`config.mk`:
```
export PLATFORM = sky130hd
export DESIGN_NAME = hazard_scheduler_flat
export DESIGN_NICKNAME = d
export VERILOG_FILES = /design/src/rtl/mips_pkg.sv /design/src/rtl/hazard_scheduler_if.sv /design/src/rtl/hazard_match.sv /design/src/rtl/hazard_scheduler.sv /design/src/flat_wrapper.sv
export SDC_FILE = /design/constraint.sdc
export NUM_CORES = 1
export LEC_CHECK = 0
export CORE_AREA = 3 3 71 73
export CTS_CLUSTER_DIAMETER = 50
export DETAILED_ROUTE_END_ITERATION = 16
export DIE_AREA = 0 0 74 76
export PLACE_DENSITY = 0.73
export SLEW_MARGIN = 10
export SYNTH_ARGS = -nofsm -noshare
export SYNTH_HDL_FRONTEND = slang
export SYNTH_SLANG_ARGS = --single-unit
```
`constraint.sdc`:
```
create_clock -name clk -period 1.9 [get_ports clk]
set_input_delay 0.38 -clock clk [delete_from_list [all_inputs] [get_ports clk]]
set_output_delay 0.38 -clock clk [all_outputs]
set_load 0.02 [all_outputs]
```
`src/rtl/mips_pkg.sv`:
```
// Shared types for the MIPS-lite pipeline control logic: writer slots, forwarding
// selects and the hazard scheduler's drain FSM.
package mips_pkg;

  localparam int unsigned REGISTERWIDTH = 5;

  typedef enum logic [1:0] {
    FWD_RF    = 2'b00,
    FWD_EXMEM = 2'b01,
    FWD_MEMWB = 2'b10
  } fwd_sel_t;

  typedef enum logic [1:0] {
    RUN,
    DRAIN,
    HALTED
  } sched_state_t;

  typedef struct packed {
    logic                     valid;
    logic [REGISTERWIDTH-1:0] rd;
    logic                     regWrite;
    logic                     memRead;
  } writer_slot_t;

  // The youngest producer wins: EX/MEM holds newer data than MEM/WB.
  function automatic fwd_sel_t fwd_pick(input logic hit_ex, input logic hit_mem);
    if (hit_ex) return FWD_EXMEM;
    if (hit_mem) return FWD_MEMWB;
    return FWD_RF;
  endfunction

endpackage

```
`src/rtl/hazard_scheduler_if.sv`:
```
// Decode-side control bundle between the ID stage and the hazard scheduler.
interface hazard_scheduler_if #(
  parameter int unsigned CNT_W = 16
);
  import mips_pkg::*;

  logic                     id_valid;
  logic [REGISTERWIDTH-1:0] id_rs1;
  logic [REGISTERWIDTH-1:0] id_rs2;
  logic                     id_uses_rs1;
  logic                     id_uses_rs2;
  logic [REGISTERWIDTH-1:0] id_rd;
  logic                     id_regWrite;
  logic                     id_memRead;
  logic                     id_halt;
  logic                     ex_branch_taken;

  logic                     stall_if_id;
  logic                     bubble_ex;
  logic                     flush_if_id;
  fwd_sel_t                 fwd_a;
  fwd_sel_t                 fwd_b;
  logic                     halted;
  logic [CNT_W-1:0]         stall_count;

  modport master (
    output id_valid, id_rs1, id_rs2, id_uses_rs1, id_uses_rs2, id_rd,
           id_regWrite, id_memRead, id_halt, ex_branch_taken,
    input  stall_if_id, bubble_ex, flush_if_id, fwd_a, fwd_b, halted, stall_count
  );

  modport slave (
    input  id_valid, id_rs1, id_rs2, id_uses_rs1, id_uses_rs2, id_rd,
           id_regWrite, id_memRead, id_halt, ex_branch_taken,
    output stall_if_id, bubble_ex, flush_if_id, fwd_a, fwd_b, halted, stall_count
  );

endinterface

```
`src/rtl/hazard_match.sv`:
```
// Compares one in-flight writer slot against one ID source operand.
module hazard_match
  import mips_pkg::*;
(
  input  writer_slot_t              slot_i,
  input  logic [REGISTERWIDTH-1:0]  src_i,
  input  logic                      uses_i,
  output logic                      match_o,
  output logic                      load_match_o
);

  // r0 is hardwired zero, so it never carries a dependency.
  assign match_o = slot_i.valid && slot_i.regWrite && (slot_i.rd != '0) &&
                   (slot_i.rd == src_i) && uses_i;
  assign load_match_o = match_o && slot_i.memRead;

endmodule

```
`src/rtl/hazard_scheduler.sv`:
```
// ID-stage sequencer: tracks EX/MEM/WB writers, raises stall/bubble/flush, registers
// EX forwarding selects, drains the pipe on HALT and counts stall cycles.
module hazard_scheduler
  import mips_pkg::*;
#(
  parameter bit          FWD_EN = 1'b1,
  parameter int unsigned CNT_W  = 16
) (
  input  logic               clk,
  input  logic               reset,
  hazard_scheduler_if.slave  bus
);

  // With bypassing only a load still in EX cannot be satisfied; without it every slot counts.
  localparam logic [2:0] StallWin = FWD_EN ? 3'b001 : 3'b111;

  writer_slot_t     ex_q, mem_q, wb_q, ex_d;
  sched_state_t     state_q, state_d;
  fwd_sel_t         fwd_a_q, fwd_a_d, fwd_b_q, fwd_b_d;
  logic [CNT_W-1:0] cnt_q, cnt_d;

  writer_slot_t     slots [3];
  logic [2:0]       m_rs1, m_rs2, ld_rs1, ld_rs2;
  logic             hazard, issue;
  logic             stall, bubble, flush;

  assign slots[0] = ex_q;
  assign slots[1] = mem_q;
  assign slots[2] = wb_q;

  for (genvar i = 0; i < 3; i++) begin : g_match
    hazard_match u_rs1 (
      .slot_i       (slots[i]),
      .src_i        (bus.id_rs1),
      .uses_i       (bus.id_uses_rs1),
      .match_o      (m_rs1[i]),
      .load_match_o (ld_rs1[i])
    );
    hazard_match u_rs2 (
      .slot_i       (slots[i]),
      .src_i        (bus.id_rs2),
      .uses_i       (bus.id_uses_rs2),
      .match_o      (m_rs2[i]),
      .load_match_o (ld_rs2[i])
    );
  end

  assign hazard = bus.id_valid &&
                  (|((FWD_EN ? (ld_rs1 | ld_rs2) : (m_rs1 | m_rs2)) & StallWin));

  always_comb begin
    state_d = state_q;
    ex_d    = '0;
    fwd_a_d = FWD_RF;
    fwd_b_d = FWD_RF;
    cnt_d   = cnt_q;
    stall   = 1'b0;
    bubble  = 1'b0;
    flush   = 1'b0;
    issue   = 1'b0;

    unique case (state_q)
      RUN: begin
        if (bus.ex_branch_taken) begin
          flush  = 1'b1;
          bubble = 1'b1;
        end else if (hazard) begin
          stall  = 1'b1;
          bubble = 1'b1;
          if (cnt_q != '1) cnt_d = cnt_q + CNT_W'(1);
        end else begin
          issue = bus.id_valid;
        end
      end
      DRAIN: begin
        stall  = 1'b1;
        bubble = 1'b1;
        if (!(ex_q.valid || mem_q.valid || wb_q.valid)) state_d = HALTED;
      end
      HALTED: begin
        stall  = 1'b1;
        bubble = 1'b1;
      end
      default: state_d = RUN;
    endcase

    if (issue) begin
      // HALT moves down the pipe as an empty slot so it never looks like a writer.
      if (bus.id_halt) begin
        state_d = DRAIN;
      end else begin
        ex_d = '{valid: 1'b1, rd: bus.id_rd, regWrite: bus.id_regWrite,
                 memRead: bus.id_memRead};
      end
      if (FWD_EN) begin
        fwd_a_d = fwd_pick(m_rs1[0], m_rs1[1]);
        fwd_b_d = fwd_pick(m_rs2[0], m_rs2[1]);
      end
    end
  end

  always_ff @(posedge clk or negedge reset) begin
    if (!reset) begin
      ex_q    <= '0;
      mem_q   <= '0;
      wb_q    <= '0;
      state_q <= RUN;
      fwd_a_q <= FWD_RF;
      fwd_b_q <= FWD_RF;
      cnt_q   <= '0;
    end else begin
      ex_q    <= ex_d;
      mem_q   <= ex_q;
      wb_q    <= mem_q;
      state_q <= state_d;
      fwd_a_q <= fwd_a_d;
      fwd_b_q <= fwd_b_d;
      cnt_q   <= cnt_d;
    end
  end

  assign bus.stall_if_id = stall;
  assign bus.bubble_ex   = bubble;
  assign bus.flush_if_id = flush;
  assign bus.fwd_a       = fwd_a_q;
  assign bus.fwd_b       = fwd_b_q;
  assign bus.halted      = (state_q == HALTED);
  assign bus.stall_count = cnt_q;

endmodule

```
`src/flat_wrapper.sv`:
```
// flat-port wrapper written by rule: the top's interface ports become plain ports
module hazard_scheduler_flat import mips_pkg::*;
#(
  parameter bit          FWD_EN = 1'b1,
  parameter int unsigned CNT_W  = 16
)
  (clk, reset, bus_id_valid, bus_id_rs1, bus_id_rs2, bus_id_uses_rs1, bus_id_uses_rs2, bus_id_rd, bus_id_regWrite, bus_id_memRead, bus_id_halt, bus_ex_branch_taken, bus_stall_if_id, bus_bubble_ex, bus_flush_if_id, bus_fwd_a, bus_fwd_b, bus_halted, bus_stall_count);
  hazard_scheduler_if #(.CNT_W(CNT_W)) bus_i ();
  input  logic clk;
  input  logic reset;
  input wire logic [$bits(bus_i.id_valid)-1:0] bus_id_valid;
  input wire logic [$bits(bus_i.id_rs1)-1:0] bus_id_rs1;
  input wire logic [$bits(bus_i.id_rs2)-1:0] bus_id_rs2;
  input wire logic [$bits(bus_i.id_uses_rs1)-1:0] bus_id_uses_rs1;
  input wire logic [$bits(bus_i.id_uses_rs2)-1:0] bus_id_uses_rs2;
  input wire logic [$bits(bus_i.id_rd)-1:0] bus_id_rd;
  input wire logic [$bits(bus_i.id_regWrite)-1:0] bus_id_regWrite;
  input wire logic [$bits(bus_i.id_memRead)-1:0] bus_id_memRead;
  input wire logic [$bits(bus_i.id_halt)-1:0] bus_id_halt;
  input wire logic [$bits(bus_i.ex_branch_taken)-1:0] bus_ex_branch_taken;
  output wire logic [$bits(bus_i.stall_if_id)-1:0] bus_stall_if_id;
  output wire logic [$bits(bus_i.bubble_ex)-1:0] bus_bubble_ex;
  output wire logic [$bits(bus_i.flush_if_id)-1:0] bus_flush_if_id;
  output wire logic [$bits(bus_i.fwd_a)-1:0] bus_fwd_a;
  output wire logic [$bits(bus_i.fwd_b)-1:0] bus_fwd_b;
  output wire logic [$bits(bus_i.halted)-1:0] bus_halted;
  output wire logic [$bits(bus_i.stall_count)-1:0] bus_stall_count;
  assign bus_i.id_valid = bus_id_valid;
  assign bus_i.id_rs1 = bus_id_rs1;
  assign bus_i.id_rs2 = bus_id_rs2;
  assign bus_i.id_uses_rs1 = bus_id_uses_rs1;
  assign bus_i.id_uses_rs2 = bus_id_uses_rs2;
  assign bus_i.id_rd = bus_id_rd;
  assign bus_i.id_regWrite = bus_id_regWrite;
  assign bus_i.id_memRead = bus_id_memRead;
  assign bus_i.id_halt = bus_id_halt;
  assign bus_i.ex_branch_taken = bus_ex_branch_taken;
  assign bus_stall_if_id = bus_i.stall_if_id;
  assign bus_bubble_ex = bus_i.bubble_ex;
  assign bus_flush_if_id = bus_i.flush_if_id;
  assign bus_fwd_a = bus_i.fwd_a;
  assign bus_fwd_b = bus_i.fwd_b;
  assign bus_halted = bus_i.halted;
  assign bus_stall_count = bus_i.stall_count;
  hazard_scheduler #(.FWD_EN(FWD_EN), .CNT_W(CNT_W)) u_core (.clk(clk), .reset(reset), .bus(bus_i));
endmodule
```
[After elaboration in Yosys (flattened, before gate mapping)]
Index checks and enable logic that the tools add are counted.
Operators by class
  $add $sub $neg: 1
  eq/ne operators: 7
  muxes and demuxes: 36
  bitwise gates (word level): 2
  reduce and logical (&&, ||, !) cells: 23
Operators by type and width (number)
  2-bit two-way mux: 13
  5-bit equality test: 4
  1-bit two-way mux: 18
  16-bit by 1-bit adder with 16-bit output (second input constant): 1
  8-bit two-way mux: 2
  16-bit inequality test (second input constant): 1
  1-bit logical AND: 15
  5-bit nonzero test: 2
  1-bit one-hot mux with 2 select lines: 2
  2-bit one-hot mux with 2 select lines: 1
  4-bit AND reduction: 1
  2-bit OR reduction: 2
  2-bit by 1-bit equality test with 1-bit output (second input constant): 1
  2-bit equality test (second input constant): 1
  2-bit logical NOT: 1
  1-bit logical OR: 2
  1-bit inverter: 1
  1-bit OR: 1
Word-level totals
  bits in registers: 38
  logic and storage cells: 81

[Longest topological paths before layout]
  word-level depth: 16
  gate-level depth with buffers: 9

[Cells and area by module]
From an unflattened synthesis, not the netlist that was laid out.
Second synthesis, totals
  cells, all modules: 178
  area, all modules: 1999.4 sq um
Modules (own cells, without submodules)
  hazard_scheduler: times used 1, cells each 130, area each 1634.1 sq um, seq. area each 975.9 sq um
  hazard_match: times used 4, cells each 12, area each 91.3 sq um, seq. area each 0.0 sq um

[Worst setup path after synthesis]
Ideal clock, no wire load.
  path kind: register to output
  start: register u_core.ex_q[2] (netlist name)
  end: output port bus_stall_if_id
  arrival time: 1.641 ns
  required time: 1.520 ns
  path slack: -0.121 ns
  stages on the path, launching flop included: 7
  path buffers: 1
  path through: dfrtp_1 -> or3_1 -> o311a_4 -> and3_4 -> buf_6 -> a21oi_1 -> nor2_1
Between the ends
  cells in the longest elaborated chain, start to end: 10
  elaborated cells between the ends (all ways): 15
Ends and longest elaborated chain
  start, declared: RTL line hazard_scheduler.sv:17  | writer_slot_t ex_q, mem_q, wb_q, ex_d;
  start signal, assigned: RTL line hazard_scheduler.sv:104  | ex_q <= '0;
  start signal, assigned: RTL line hazard_scheduler.sv:112  | ex_q <= ex_d;
  5-bit nonzero test: RTL line hazard_match.sv:13  | assign match_o = slot_i.valid && slot_i.regWrite && (slot_i.rd != '0) &&
  1-bit logical AND (2 in a row): RTL line hazard_match.sv:13
  1-bit logical AND: RTL line hazard_match.sv:14  | (slot_i.rd == src_i) && uses_i;
  1-bit logical AND: RTL line hazard_match.sv:15  | assign load_match_o = match_o && slot_i.memRead;
  1-bit OR *: RTL line hazard_scheduler.sv:49  | (|((FWD_EN ? (ld_rs1 | ld_rs2) : (m_rs1 | m_rs2)) & StallWin));
  1-bit logical AND *: RTL line hazard_scheduler.sv:48  | assign hazard = bus.id_valid &&
  1-bit two-way mux *: RTL line hazard_scheduler.sv:67  | end else if (hazard) begin
  1-bit two-way mux *: RTL line hazard_scheduler.sv:64  | if (bus.ex_branch_taken) begin
  1-bit one-hot mux with 2 select lines *: RTL line hazard_scheduler.sv:62  | unique case (state_q)
  end, declared: RTL line flat_wrapper.sv:21  | output wire logic [$bits(bus_i.stall_if_id)-1:0] bus_stall_if_id;
Every way passes the cells marked *; elsewhere a longest branch is shown, timed or not.

[Final worst setup path]
  start: register u_core.ex_q[2] (netlist name)
  end: output port bus_bubble_ex
Between the ends
  cells in the longest elaborated chain, start to end: 10
  elaborated cells between the ends (all ways): 15
Ends and longest elaborated chain
  5-bit nonzero test: RTL line hazard_match.sv:13
  1-bit logical AND (2 in a row): RTL line hazard_match.sv:13
  1-bit logical AND: RTL line hazard_match.sv:14
  1-bit logical AND: RTL line hazard_match.sv:15
  1-bit OR *: RTL line hazard_scheduler.sv:49
  1-bit logical AND *: RTL line hazard_scheduler.sv:48
  1-bit two-way mux *: RTL line hazard_scheduler.sv:67
  1-bit two-way mux *: RTL line hazard_scheduler.sv:64
  1-bit one-hot mux with 2 select lines *: RTL line hazard_scheduler.sv:62
  end, declared: RTL line flat_wrapper.sv:22  | output wire logic [$bits(bus_i.bubble_ex)-1:0] bus_bubble_ex;
Marked as above.

==> reports/qor.yml <==
outcome: "complete, but fails checks"
violations: "negative setup slack"
cp-start-kind: "register"
cts_made_buffers: 5
rows: 24
die-area_sq_um: 5620
grt_pass1_vias: 1624
grt_setup_unrepaired: "true"
post-place-ws_ps: -871
final_hold_viol_count: 0
antenna_left: 0
ys_seq_elements: 38
hold_path.class: "in2async"
fin_setup_tns_ps: -1820
clkPwrFrac_pct: 33.4
wire_per_inst_um: 14.6
nNetsFinal: 302
via_per_inst: 5.11
grt_pass1_wl_um: 7870
synth_nets: 203
stdcell_count: 326
h-tree-depth: 2
clk_pin_slew_ps: 80
timing.max_cap.violations: 0
drc: 0
grt_max_degree: 39
start_util_pct: 43.8
finalWorstSetupSlack_ps: -407
dp_cells: 304
path_class: "reg2out"
clock-sinks: 38
max_stage_delay_ps: 460
crit_fanout: 4
relSlewSlack_pct: 68.3
synth_cells: 174
path_cells: "or3_4 -> o311a_4 -> o211ai_1 -> o21a_1 -> nor2_2 -> buf_6"
vias: 1666
die_w_um: 74
cp_slowest_cell: "dfrtp_2"
antenna_found_initial: 0
ir_drop_mv: 0.701
postRouteWirelength_um: 4770
io_pins: 48
synth_area_leaders: "dfrtp_1, xor2_1, xnor2_1"
p_per_area_nw_per_um2: 804
dr.pass1.iters: 4
slew_viol_final: 0
min_period_ps: 2310
clockBufferDepth: 2
post_dp_cell_area_sq_um: 2720
power_frac_comb_pct: 31.7
syn2layout_area_growth_pct: 61.9
finalSetupViolations: 17
worstSetupEndpointType: "output port"
fin_skew_ps: 10.5
period_share_pct: 121
fin_area_sq_um: 3130
post-route-util_pct: 70.9
chipHeight_um: 76
grt.overflow.total: 0
p_leak_nw: 1.50
drt-initial-drc-count: 111
yosysTopAreaCell: "dfrtp_1"
intPower_mw: 1.83
total_power_mw: 2.52
clk_latency_ps: 290
power_switching_mw: 0.684
grt_usage_pct: 17.9
ys_seq_area_share_pct: 49.2
worst_slew_pin_slew_ps: 475
clockRootBuffer: "clkbuf_8"
worst_ep_arrival_time_ps: 1930
netlist.area_leader.share_pct: 49.2
r2r_start: "u_core.ex_q[2]"
yosys_warnings: 0
whs_ps: 126
syn_area_sq_um: 1930
swShare_pct: 27.2
crit_required_ps: 1520
port_buffers: 47
drive_above_1_share_pct: 35.0
crit_buf_inv: 1
tritoncts: "yes"
fmax_mhz: 434
hpwlAfterDp_um: 3310
synth.distinct_cells: 38
crit_start: "u_core.ex_q[2]"
core_area_sq_um: 4410
pwr-share-seq_pct: 34.9
syn_area_per_cell_sq_um: 11.1
gp_congestion: 0.864
n_antenna_cell: 0
path_delay_family: "compound AO/OA/AOI/OAI gates"
[worst reg2reg max path: cells and delay by family, from the launching register on]
| kind | cells | cell delay, ps |
|---|---|---|
| compound gates | 1 | 330 |
| mux | 1 | 300 |
| buf+inv | 1 | 140 |
| simple gates | 4 | 670 |
| flops | 1 | 460 |
[cells by family after synthesis]
logic type,Yosys count,synth area share [%]
and+or+nand+nor,80,25.2
DFF,38,49.2
xor gates and xnor gates,34,15.4
AOI/OAI and AO/OA,10,4.15
buffers and inverters,5,1.42
adders and majority gates,5,3.24
muxes,2,1.36
[path summary, 6_finish.rpt]
kind                                              endpoint  slack (ps)  cells past startpoint
worst min-delay path            u_core.bus.stall_count[10]         130                      2
worst max register to register   u_core.bus.stall_count[1]        -110                      7
worst max-delay path                         bus_bubble_ex        -410                      6
worst min register to register             u_core.mem_q[4]         410                      0
min in group clk                           u_core.mem_q[4]         410                      0
max in group asynchronous                   u_core.ex_q[2]        1410                      2
[power groups by stage]
stage	Clock, mW	Combinational (mW)	Sequential [mW]
after floorplan	0	0.348	0.894
after global placement	0	0.717	0.892
after detailed placement	0	0.724	0.893
after CTS	0.853	0.742	0.877
after global routing	0.897	0.874	0.882
final	0.840	0.797	0.879
[per-layer routing]
layer	up-vias	share of wire, %	global-route usage, %
met5	-	0	0
met1	801	44	25.3
met2	43	50	27.3
li1	813	-	-
met3	9	3.7	3.69
met4	0	2.0	5.62
[what timing repair did]
item	4_1_cts	5_1_grt
endpoints found under the setup margin	25	28
hold buffers	0	0
cloned	0	0
resized for setup	36	26
setup buffers	3	12
pin swaps	13	18
hold endpoints to repair	0	0
[cells in the final DEF (no fill, tap or decap), types with 3 or more instances in the layout]
cell type	instances
nand3_2	5
ha_1	4
xor2_1	20
and4_1	3
and2_1	10
xnor2_2	3
nor3_4	3
xnor2_1	11
dlygate4sd2_1	10
nor2_4	3
nor3_1	3
nand4_1	6
clkdlybuf4s50_1	33
nand2_1	6
nor3_2	7
dfrtp_1	37
buf_4	44
clkbuf_8	6
nor2_1	7
inv_1	3
and3_1	4
buf_6	5
nand3_1	8
[layout make-up]
cell class	instances	area (sq um)
clock buffer	6	82.6
timing repair buffer	94	825
clock inverter	2	60.1
multi-input combinational	131	1130
sequential	38	952
inverter	3	11.3
tap	52	65.1
fill	302	1290
[registers in the layout, summed over array words and instances (netlist names)]
register	count
u_core.bus.fwd_a	2
u_core.slots	1
u_core.bus.stall_count	16
u_core.ex_q	8
u_core.bus.fwd_b	2
u_core.state_q	2
u_core.mem_q	7
[cell usage after synthesis, drive strengths merged]
master,number
xnor2,14
xor2,20
o211ai,1
inv,3
nor2b,1
buf,2
o311a,1
and4,3
nand2,7
a31oi,2
o2111ai,1
and3,5
nor3,13
or3,1
o31ai,1
mux2,2
o21a,1
or2,2
nand3,13
ha,5
nor3b,2
nand4,6
and2,10
or4,1
a21oi,2
dfrtp,38
nor2,11
nor4b,1
nor4,4
o21ai,1
No activity file was read; power rests on OpenSTA's default activity.
